## src/rtl/gayle_host_xfer.sv

```systemverilog
`timescale 1ns/1ps
// Host-side Gayle IDE sector-buffer transfer engine (byte <-> word, sector gating).
// Optional running word checksum enabled by defining GAYLE_HOST_CSUM_EN.
module gayle_host_xfer #(
    parameter int SECT_W  = 8,
    parameter int GAP_CYC = 2
) (
    input  logic              clk,
    input  logic              reset,
    input  logic              clk7_en,
    input  logic              cmd_start,
    input  logic              cmd_dir,
    input  logic [SECT_W-1:0] cmd_sectors,
    input  logic              cmd_abort,
    output logic              host_rdy,
    input  logic              host_rd,
    input  logic              host_wr,
    input  logic [7:0]        host_din,
    output logic [7:0]        host_dout,
    input  logic [15:0]       fifo_data_out,
    output logic              fifo_rd,
    output logic [15:0]       fifo_data_in,
    output logic              fifo_wr,
    input  logic              fifo_full,
    input  logic              fifo_empty,
    input  logic              fifo_last_out,
    input  logic              fifo_last_in,
    output logic              busy,
    output logic              done,
    output logic              err,
    output logic [15:0]       csum
);

    typedef enum logic [3:0] {
        S_IDLE, S_TX_WAIT, S_TX_HI, S_TX_LO, S_TX_GAP,
        S_RX_WAIT, S_RX_HI, S_RX_LO, S_DONE
    } state_t;

    localparam int GW = (GAP_CYC > 1) ? $clog2(GAP_CYC) : 1;
    localparam logic [GW-1:0] GAP_LAST = GW'(GAP_CYC - 1);

    state_t            state, state_nx;
    logic              dir, dir_nx;
    logic [SECT_W-1:0] sect_cnt, sect_nx;
    logic [7:0]        word_cnt, word_cnt_nx;
    logic [15:0]       word, word_nx;
    logic [7:0]        hi, hi_nx;
    logic [GW-1:0]     gap, gap_nx;
    logic              host_rdy_nx, fifo_rd_nx, fifo_wr_nx;
    logic              busy_nx, done_nx, err_nx;
    logic [7:0]        host_dout_nx;
    logic [15:0]       fifo_data_in_nx;
    logic              rd_ok, wr_ok, proto_err;
    logic              last_word, final_sect;

    // A strobe is only legal when the engine offers a byte in the matching direction.
    assign rd_ok      = host_rd && !host_wr && host_rdy && !dir;
    assign wr_ok      = host_wr && !host_rd && host_rdy && dir;
    assign proto_err  = (host_rd && !rd_ok) || (host_wr && !wr_ok);
    assign last_word  = (word_cnt == 8'hFF);
    assign final_sect = (sect_cnt == SECT_W'(1));

    always_ff @(posedge clk) begin
        if (reset) begin
            state        <= S_IDLE;
            dir          <= 1'b0;
            sect_cnt     <= '0;
            word_cnt     <= '0;
            word         <= '0;
            hi           <= '0;
            gap          <= '0;
            host_rdy     <= 1'b0;
            host_dout    <= '0;
            fifo_rd      <= 1'b0;
            fifo_wr      <= 1'b0;
            fifo_data_in <= '0;
            busy         <= 1'b0;
            done         <= 1'b0;
            err          <= 1'b0;
        end else if (clk7_en) begin
            state        <= state_nx;
            dir          <= dir_nx;
            sect_cnt     <= sect_nx;
            word_cnt     <= word_cnt_nx;
            word         <= word_nx;
            hi           <= hi_nx;
            gap          <= gap_nx;
            host_rdy     <= host_rdy_nx;
            host_dout    <= host_dout_nx;
            fifo_rd      <= fifo_rd_nx;
            fifo_wr      <= fifo_wr_nx;
            fifo_data_in <= fifo_data_in_nx;
            busy         <= busy_nx;
            done         <= done_nx;
            err          <= err_nx;
        end
    end

    always_comb begin
        state_nx        = state;
        dir_nx          = dir;
        sect_nx         = sect_cnt;
        word_cnt_nx     = word_cnt;
        word_nx         = word;
        hi_nx           = hi;
        gap_nx          = gap;
        host_rdy_nx     = host_rdy;
        host_dout_nx    = host_dout;
        fifo_data_in_nx = fifo_data_in;
        busy_nx         = busy;
        err_nx          = err;
        fifo_rd_nx      = 1'b0;
        fifo_wr_nx      = 1'b0;
        done_nx         = 1'b0;

        unique case (state)
            S_IDLE: begin
                if (cmd_start) begin
                    if (cmd_sectors == '0) begin
                        done_nx = 1'b1;
                    end else begin
                        dir_nx      = cmd_dir;
                        sect_nx     = cmd_sectors;
                        err_nx      = 1'b0;
                        word_cnt_nx = '0;
                        busy_nx     = 1'b1;
                        state_nx    = cmd_dir ? S_RX_WAIT : S_TX_WAIT;
                    end
                end
            end
            S_TX_WAIT: begin
                // A new sector may only start once a whole sector is buffered.
                if (!fifo_empty && (word_cnt != 8'd0 || fifo_full)) begin
                    word_nx      = fifo_data_out;
                    host_dout_nx = fifo_data_out[15:8];
                    host_rdy_nx  = 1'b1;
                    state_nx     = S_TX_HI;
                end
            end
            S_TX_HI: begin
                if (rd_ok) begin
                    host_dout_nx = word[7:0];
                    state_nx     = S_TX_LO;
                end
            end
            S_TX_LO: begin
                if (rd_ok) begin
                    host_rdy_nx = 1'b0;
                    fifo_rd_nx  = 1'b1;
                    word_cnt_nx = word_cnt + 8'd1;
                    gap_nx      = '0;
                    if (fifo_last_out != last_word) err_nx = 1'b1;
                    state_nx = S_TX_GAP;
                    if (last_word) begin
                        sect_nx = sect_cnt - SECT_W'(1);
                        if (final_sect) state_nx = S_DONE;
                    end
                end
            end
            S_TX_GAP: begin
                if (gap == GAP_LAST) state_nx = S_TX_WAIT;
                else gap_nx = gap + GW'(1);
            end
            S_RX_WAIT: begin
                if (word_cnt != 8'd0 || !fifo_full) begin
                    host_rdy_nx = 1'b1;
                    state_nx    = S_RX_HI;
                end
            end
            S_RX_HI: begin
                if (wr_ok) begin
                    hi_nx    = host_din;
                    state_nx = S_RX_LO;
                end
            end
            S_RX_LO: begin
                if (wr_ok) begin
                    fifo_data_in_nx = {hi, host_din};
                    fifo_wr_nx      = 1'b1;
                    word_cnt_nx     = word_cnt + 8'd1;
                    if (fifo_last_in != last_word) err_nx = 1'b1;
                    state_nx = S_RX_HI;
                    if (last_word) begin
                        host_rdy_nx = 1'b0;
                        sect_nx     = sect_cnt - SECT_W'(1);
                        state_nx    = final_sect ? S_DONE : S_RX_WAIT;
                    end
                end
            end
            S_DONE: begin
                done_nx     = 1'b1;
                busy_nx     = 1'b0;
                host_rdy_nx = 1'b0;
                state_nx    = S_IDLE;
            end
            default: state_nx = S_IDLE;
        endcase

        if (proto_err) err_nx = 1'b1;

        if (cmd_abort) begin
            state_nx        = S_IDLE;
            busy_nx         = 1'b0;
            host_rdy_nx     = 1'b0;
            fifo_rd_nx      = 1'b0;
            fifo_wr_nx      = 1'b0;
            done_nx         = 1'b0;
            host_dout_nx    = '0;
            fifo_data_in_nx = '0;
            word_cnt_nx     = '0;
            sect_nx         = '0;
            err_nx          = err;
        end
    end

`ifdef GAYLE_HOST_CSUM_EN
    logic [15:0] csum_q;

    always_ff @(posedge clk) begin
        if (reset) begin
            csum_q <= '0;
        end else if (clk7_en) begin
            if (state == S_IDLE && cmd_start && !cmd_abort) csum_q <= '0;
            else if (fifo_rd_nx) csum_q <= csum_q + word;
            else if (fifo_wr_nx) csum_q <= csum_q + fifo_data_in_nx;
        end
    end

    assign csum = csum_q;
`else
    assign csum = 16'h0000;
`endif

endmodule

```

## config.mk

```make
export PLATFORM = sky130hd
export DESIGN_NAME = gayle_host_xfer
export DESIGN_NICKNAME = d
export VERILOG_FILES = /design/src/rtl/gayle_host_xfer.sv
export SDC_FILE = /design/constraint.sdc
export NUM_CORES = 1
export LEC_CHECK = 0
export CAP_MARGIN = 0
export CORE_MARGIN = 5
export CORE_UTILIZATION = 44
export DETAILED_ROUTE_END_ITERATION = 7
export PLACE_DENSITY = 0.8
export SLEW_MARGIN = 15
export SYNTH_ARGS = -nofsm -noshare
export SYNTH_HDL_FRONTEND = slang
export SYNTH_SLANG_ARGS = --single-unit
```

## constraint.sdc

```tcl
create_clock -name clk -period 2 [get_ports clk]
set_input_delay 0.5 -clock clk [delete_from_list [all_inputs] [get_ports clk]]
set_output_delay 0.5 -clock clk [all_outputs]
set_load 0.03 [all_outputs]
```

Word-level counts from Yosys, hierarchy flattened
Index checks and enable logic that the tools add are counted. W data, S select, Z words.

Bits of input ports: 44. Output and inout port bits: 46. Register bits after elaboration: 68. Logic and storage cells: 157.

Reduce and logical (&&, ||, !) cells: 41. Equality and inequality tests: 29. Add/subtract/negate cells: 3. Bitwise gates (word level): 2. Muxes and demuxes: 67.

Operator list (number): $mux W8 (14); $mux W4 (14); $mux W16 (3); $ne A3 B3 Y1 const B (16); $pmux W8 S3 (2); $pmux W4 S8 (1); $mux W1 (26); $eq A4 B3 Y1 const B (4); $pmux W8 S2 (1); $reduce_and A3 Y1 (4); $reduce_and A4 Y1 (3); $reduce_and A10 Y1 (1); $logic_and A1 B1 Y1 (9); $reduce_and A9 Y1 (1); $add A8 B1 Y8 const B (1); $eq A4 B2 Y1 const B (2); $eq A8 B1 Y1 const B (1); $eq A8 B8 Y1 const B (1); $logic_not A8 Y1 (1); $reduce_bool A4 Y1 (2); $reduce_bool A8 Y1 (1); $sub A8 B1 Y8 const B (1); $logic_not A1 Y1 (7); $reduce_and A7 Y1 (1); 16 further kinds (25).

Longest topological paths before layout
Depth after elaboration: 9. Gate-level depth with buffers: 8. Depth with buffers taken out: 7.

Worst setup path after synthesis
No wires, ideal clock.

Path kind: reg2reg. From: register host_rdy. To: register sect_cnt[6]. Arrival time: 2.032 ns. Data required time: 1.879 ns. Slack: -0.153 ns. Library setup time: 0.121 ns. Cell stages (with the launch flop): 6. Cell sequence: dfxtp_1 > nand4b_4 > mux2_4 > a221o_1 > nor2_2 > mux2_2.

Cells in the longest elaborated chain, start to end: 4.

Ends and longest elaborated chain: start, declared (line 15) `output logic host_rdy,`; start signal, assigned (line 88) `host_rdy <= host_rdy_nx;`; $logic_and A1 B1 Y1, on equally long branches (2 in series) (line 58, 57); $ne A3 B3 Y1 (no source line); $reduce_and A6 Y1 (no source line) *; end signal, assigned (line 83) `sect_cnt <= sect_nx;`; end, declared (line 44) `logic [SECT_W-1:0] sect_cnt, sect_nx;`.

Mark *: on every way between the ends. The rest lies on a longest branch, timed or not. A chain may end at the register's enable or synchronous reset.

Worst setup path after layout
From: register dir. To: register sect_cnt[4].

Cells in the longest elaborated chain, start to end: 4.

Ends and longest elaborated chain: start, declared (line 43) `logic dir, dir_nx;`; start signal, assigned (line 82) `dir <= dir_nx;`; $logic_not A1 Y1 (line 57) `assign rd_ok = host_rd && !host_wr && host_rdy && !dir;`; $logic_and A1 B1 Y1 (line 57); $ne A3 B3 Y1 (no source line); $reduce_and A6 Y1 (no source line) *.

Marks and branches as above.

==> results <==
## power by group through the flow
| stage | Clock, mW | Sequential, mW | Combinational [mW] |
|---|---|---|---|
| final | 1.15 | 1.40 | 0.535 |
| after floorplan | 0 | 1.43 | 0.270 |
| after global routing | 1.24 | 1.40 | 0.570 |
| after global placement | 0 | 1.43 | 0.481 |
| after CTS | 1.16 | 1.40 | 0.504 |
| after detailed placement | 0 | 1.43 | 0.490 |
## metal layers
metal,track usage,share of wire,vias to the layer above
met5,0,0,-
met3,0.0498,0.080,24
met1,0.267,0.41,1738
met2,0.351,0.49,182
li1,-,-,1760
met4,0.0882,0.018,0
## layout by cell type, fill, tap and decap left out, drive strengths merged, types with 3 or more instances in the layout
cell	synthesis	final
xnor2	4	4
nand4	8	8
clkbuf	13	16
clkdlybuf4s50	0	60
buf	27	74
nand2	32	32
a22oi	18	18
nor2	53	53
conb	1	16
o22ai	10	10
nor2b	5	5
nor4	4	4
clkinv	0	3
ha	4	4
a21oi	21	21
a211oi	4	4
mux2	4	4
nand2b	7	7
nor3	15	15
nand3	10	10
o21ai	19	19
a31oi	4	4
o31ai	3	3
inv	10	10
or4	8	8
a22o	5	5
o211ai	4	4
mux2i	29	29
dfxtp	68	68
## timing repair
action | in CTS | in global routing
pin swaps | 8 | 11
hold buffers | 0 | 0
setup buffers | 2 | 2
endpoints found under the setup margin | 32 | 53
gates cloned | 0 | 0
resized for setup | 31 | 37
## through the flow
stage                     cell area, um^2  instances
after floorplan                      3600        432
after global placement               4800        637
after detailed placement             4800        637
after CTS                            5080        655
after global routing                 5190        656
final                                5190        656
## final cells by class
| cell class | count | share of cell area |
|---|---|---|
| Timing Repair Buffer | 146 | 0.250 |
| Multi-Input combinational cell | 314 | 0.415 |
| Sequential cell | 68 | 0.264 |
| Clock inverter | 6 | 0.0123 |
| Clock buffer | 10 | 0.0265 |
| Inverter | 10 | 0.00724 |
| Tap cell | 102 | 0.0246 |
## worst min-delay path, delay by kind of cell, from the launching register on
family	cells	cell delay [ns]
AO/OA/AOI/OAI	1	0.05
flip-flops	1	0.31
AND/OR/NAND/NOR	1	0.06
## registers in the layout, indices dropped and copies added (netlist names)
register      cells
fifo_data_in     16
hi                8
host_dout         8
sect_cnt          8
word              8
word_cnt          8
state             4
busy              1
dir               1
done              1
err               1
fifo_rd           1
fifo_wr           1
gap               1
host_rdy          1
## worst paths after layout
kind | startpoint | to | slack (ns) | cells after the start
min reg2reg | fifo_rd$_SDFFE_PP0P_ | fifo_rd$_SDFFE_PP0P_ | 0.46 | 2
max reg2reg | dir$_SDFFE_PP0P_ | sect_cnt[4]$_SDFFE_PP0P_ | 0.04 | 7
min | fifo_rd$_SDFFE_PP0P_ | fifo_rd$_SDFFE_PP0P_ | 0.46 | 2
max | dir$_SDFFE_PP0P_ | sect_cnt[4]$_SDFFE_PP0P_ | 0.04 | 7
## kinds of logic (layout without fill, tap and decap cells)
group	after synthesis	in the layout	share of synthesized area
buffers and inverters	50	172	0.0725
other	1	16	0.00106
AND/OR/NAND/NOR	158	158	0.238
adder cells (fa/ha/maj)	4	4	0.0142
XOR/XNOR	5	5	0.0124
flip-flops	68	68	0.385
AO/OA/AOI/OAI	98	98	0.181
multiplexers	33	33	0.0959
==> results.json <==
{
  "cp_cell_sequence": "nand4bb_4 -> mux2_4 -> buf_4 -> a221oi_4 -> buf_4 -> a31oi_1 -> a211oi_2",
  "root_buffer": "clkbuf_8",
  "place_ws_ns": -0.608,
  "worst_slack_ns": 0.0410,
  "p_int_mw": 2.23,
  "fill_cells": 577,
  "antenna_found_initial": 0,
  "holdWs_ns": 0.464,
  "fin_crit_ns": 1.96,
  "crit_path_start_kind": "flop",
  "ys_ff_latch": 68,
  "ys_seq_area_frac": 0.385,
  "start_util": 0.455,
  "hold_class": "reg2reg",
  "dr.pass1.iters": 5,
  "clkTransAtPathRegs_ns": 0.08,
  "drcViolationCount": 0,
  "status": "complete, no violations",
  "netlist.top_cell.by_area": "dfxtp_1",
  "layout.nets": 597,
  "cpLargestDelayFamily": "compound AO/OA/AOI/OAI gates",
  "clock_latency_ns": 0.34,
  "post-route-util": 0.668,
  "syn_inst": 417,
  "via_per_inst": 5.65,
  "ff_latch_area_um2": 1370,
  "wl_per_cell_um": 16.9,
  "place_hpwl_um": 7900,
  "finalSetupViolCount": 0,
  "grt_pass1_wl_um": 17300,
  "io_pins": 90,
  "report.final.slew_viol_count": 0,
  "p_switching_mw": 0.852,
  "die_area_um2": 9930,
  "syn_area_um2": 3540,
  "wl_um": 11100,
  "numClockSinks": 68,
  "synth_top_flop_cell": "dfxtp_1",
  "synth_top_cells_by_count": "dfxtp_1 (68), nor2_1 (52), nand2_1 (32)",
  "synthTopCellsByArea": "dfxtp_1 (38%), mux2i_1 (8.2%), nor2_1 (5.5%), a22oi_1 (3.8%), buf_4 (3.4%)",
  "p_sw_frac": 0.276,
  "antenna_left": 0,
  "synth_edf_count": 0,
  "synth_async_sr_flop_share": 0,
  "arrival_ns": 2.22,
  "clock_path_buffers": 2,
  "cp-end-kind": "flop",
  "grt_pass1_vias": 3612,
  "n_antenna_cell": 0,
  "synth_cell_type_count": 53,
  "max_freq_ghz": 0.510,
  "die_x_um": 99.6,
  "syn_to_final_growth_pct": 46.7,
  "cts_buffers": 9,
  "power.total_mw": 3.09,
  "multi_input_area_um2": 2150,
  "synth_top_area_frac": 0.385,
  "fin_crit_sh": 0.979,
  "grt_max_degree": 23,
  "rsz0062_at_grt": "true",
  "crit_top_cell": "buf_4",
  "p_leak_nw": 2.05,
  "num_vias": 3704,
  "pwr-share-comb": 0.173,
  "cts_tree": "done",
  "fin_tns_setup_ns": 0,
  "cp.required_ns": 2.27,
  "power_density_nw_per_um2": 595,
  "row_count": 32,
  "cp_slowest_stage_delay_ns": 0.36,
  "overflow": 0,
  "final_layout_size_suffix_gt1_frac": 0.242,
  "grt_use_total": 0.213,
  "critPathBufInv": 2,
  "hold_viol": 0,
  "power_frac_clock": 0.373,
  "cpMaxStageDelayCell": "dfxtp_2",
  "ir_drop_v": 0.000429,
  "cp_max_fo": 6,
  "portBuffers": 73,
  "max_cap_violations": 0,
  "critPathKind": "reg2reg",
  "synth.most_common_cell": "dfxtp_1",
  "die_h_um": 99.6,
  "clock_skew_ns": 0.0144,
  "gp_congestion": 0.960,
  "coreArea_um2": 7770,
  "yosysWarnings": 0,
  "first_iter_violations": 364,
  "pwr-share-seq": 0.454,
  "h-tree-depth": 3,
  "synth.avg_cell_area_um2": 8.48
}
Note: power is estimated with default switching activity, not from simulation.
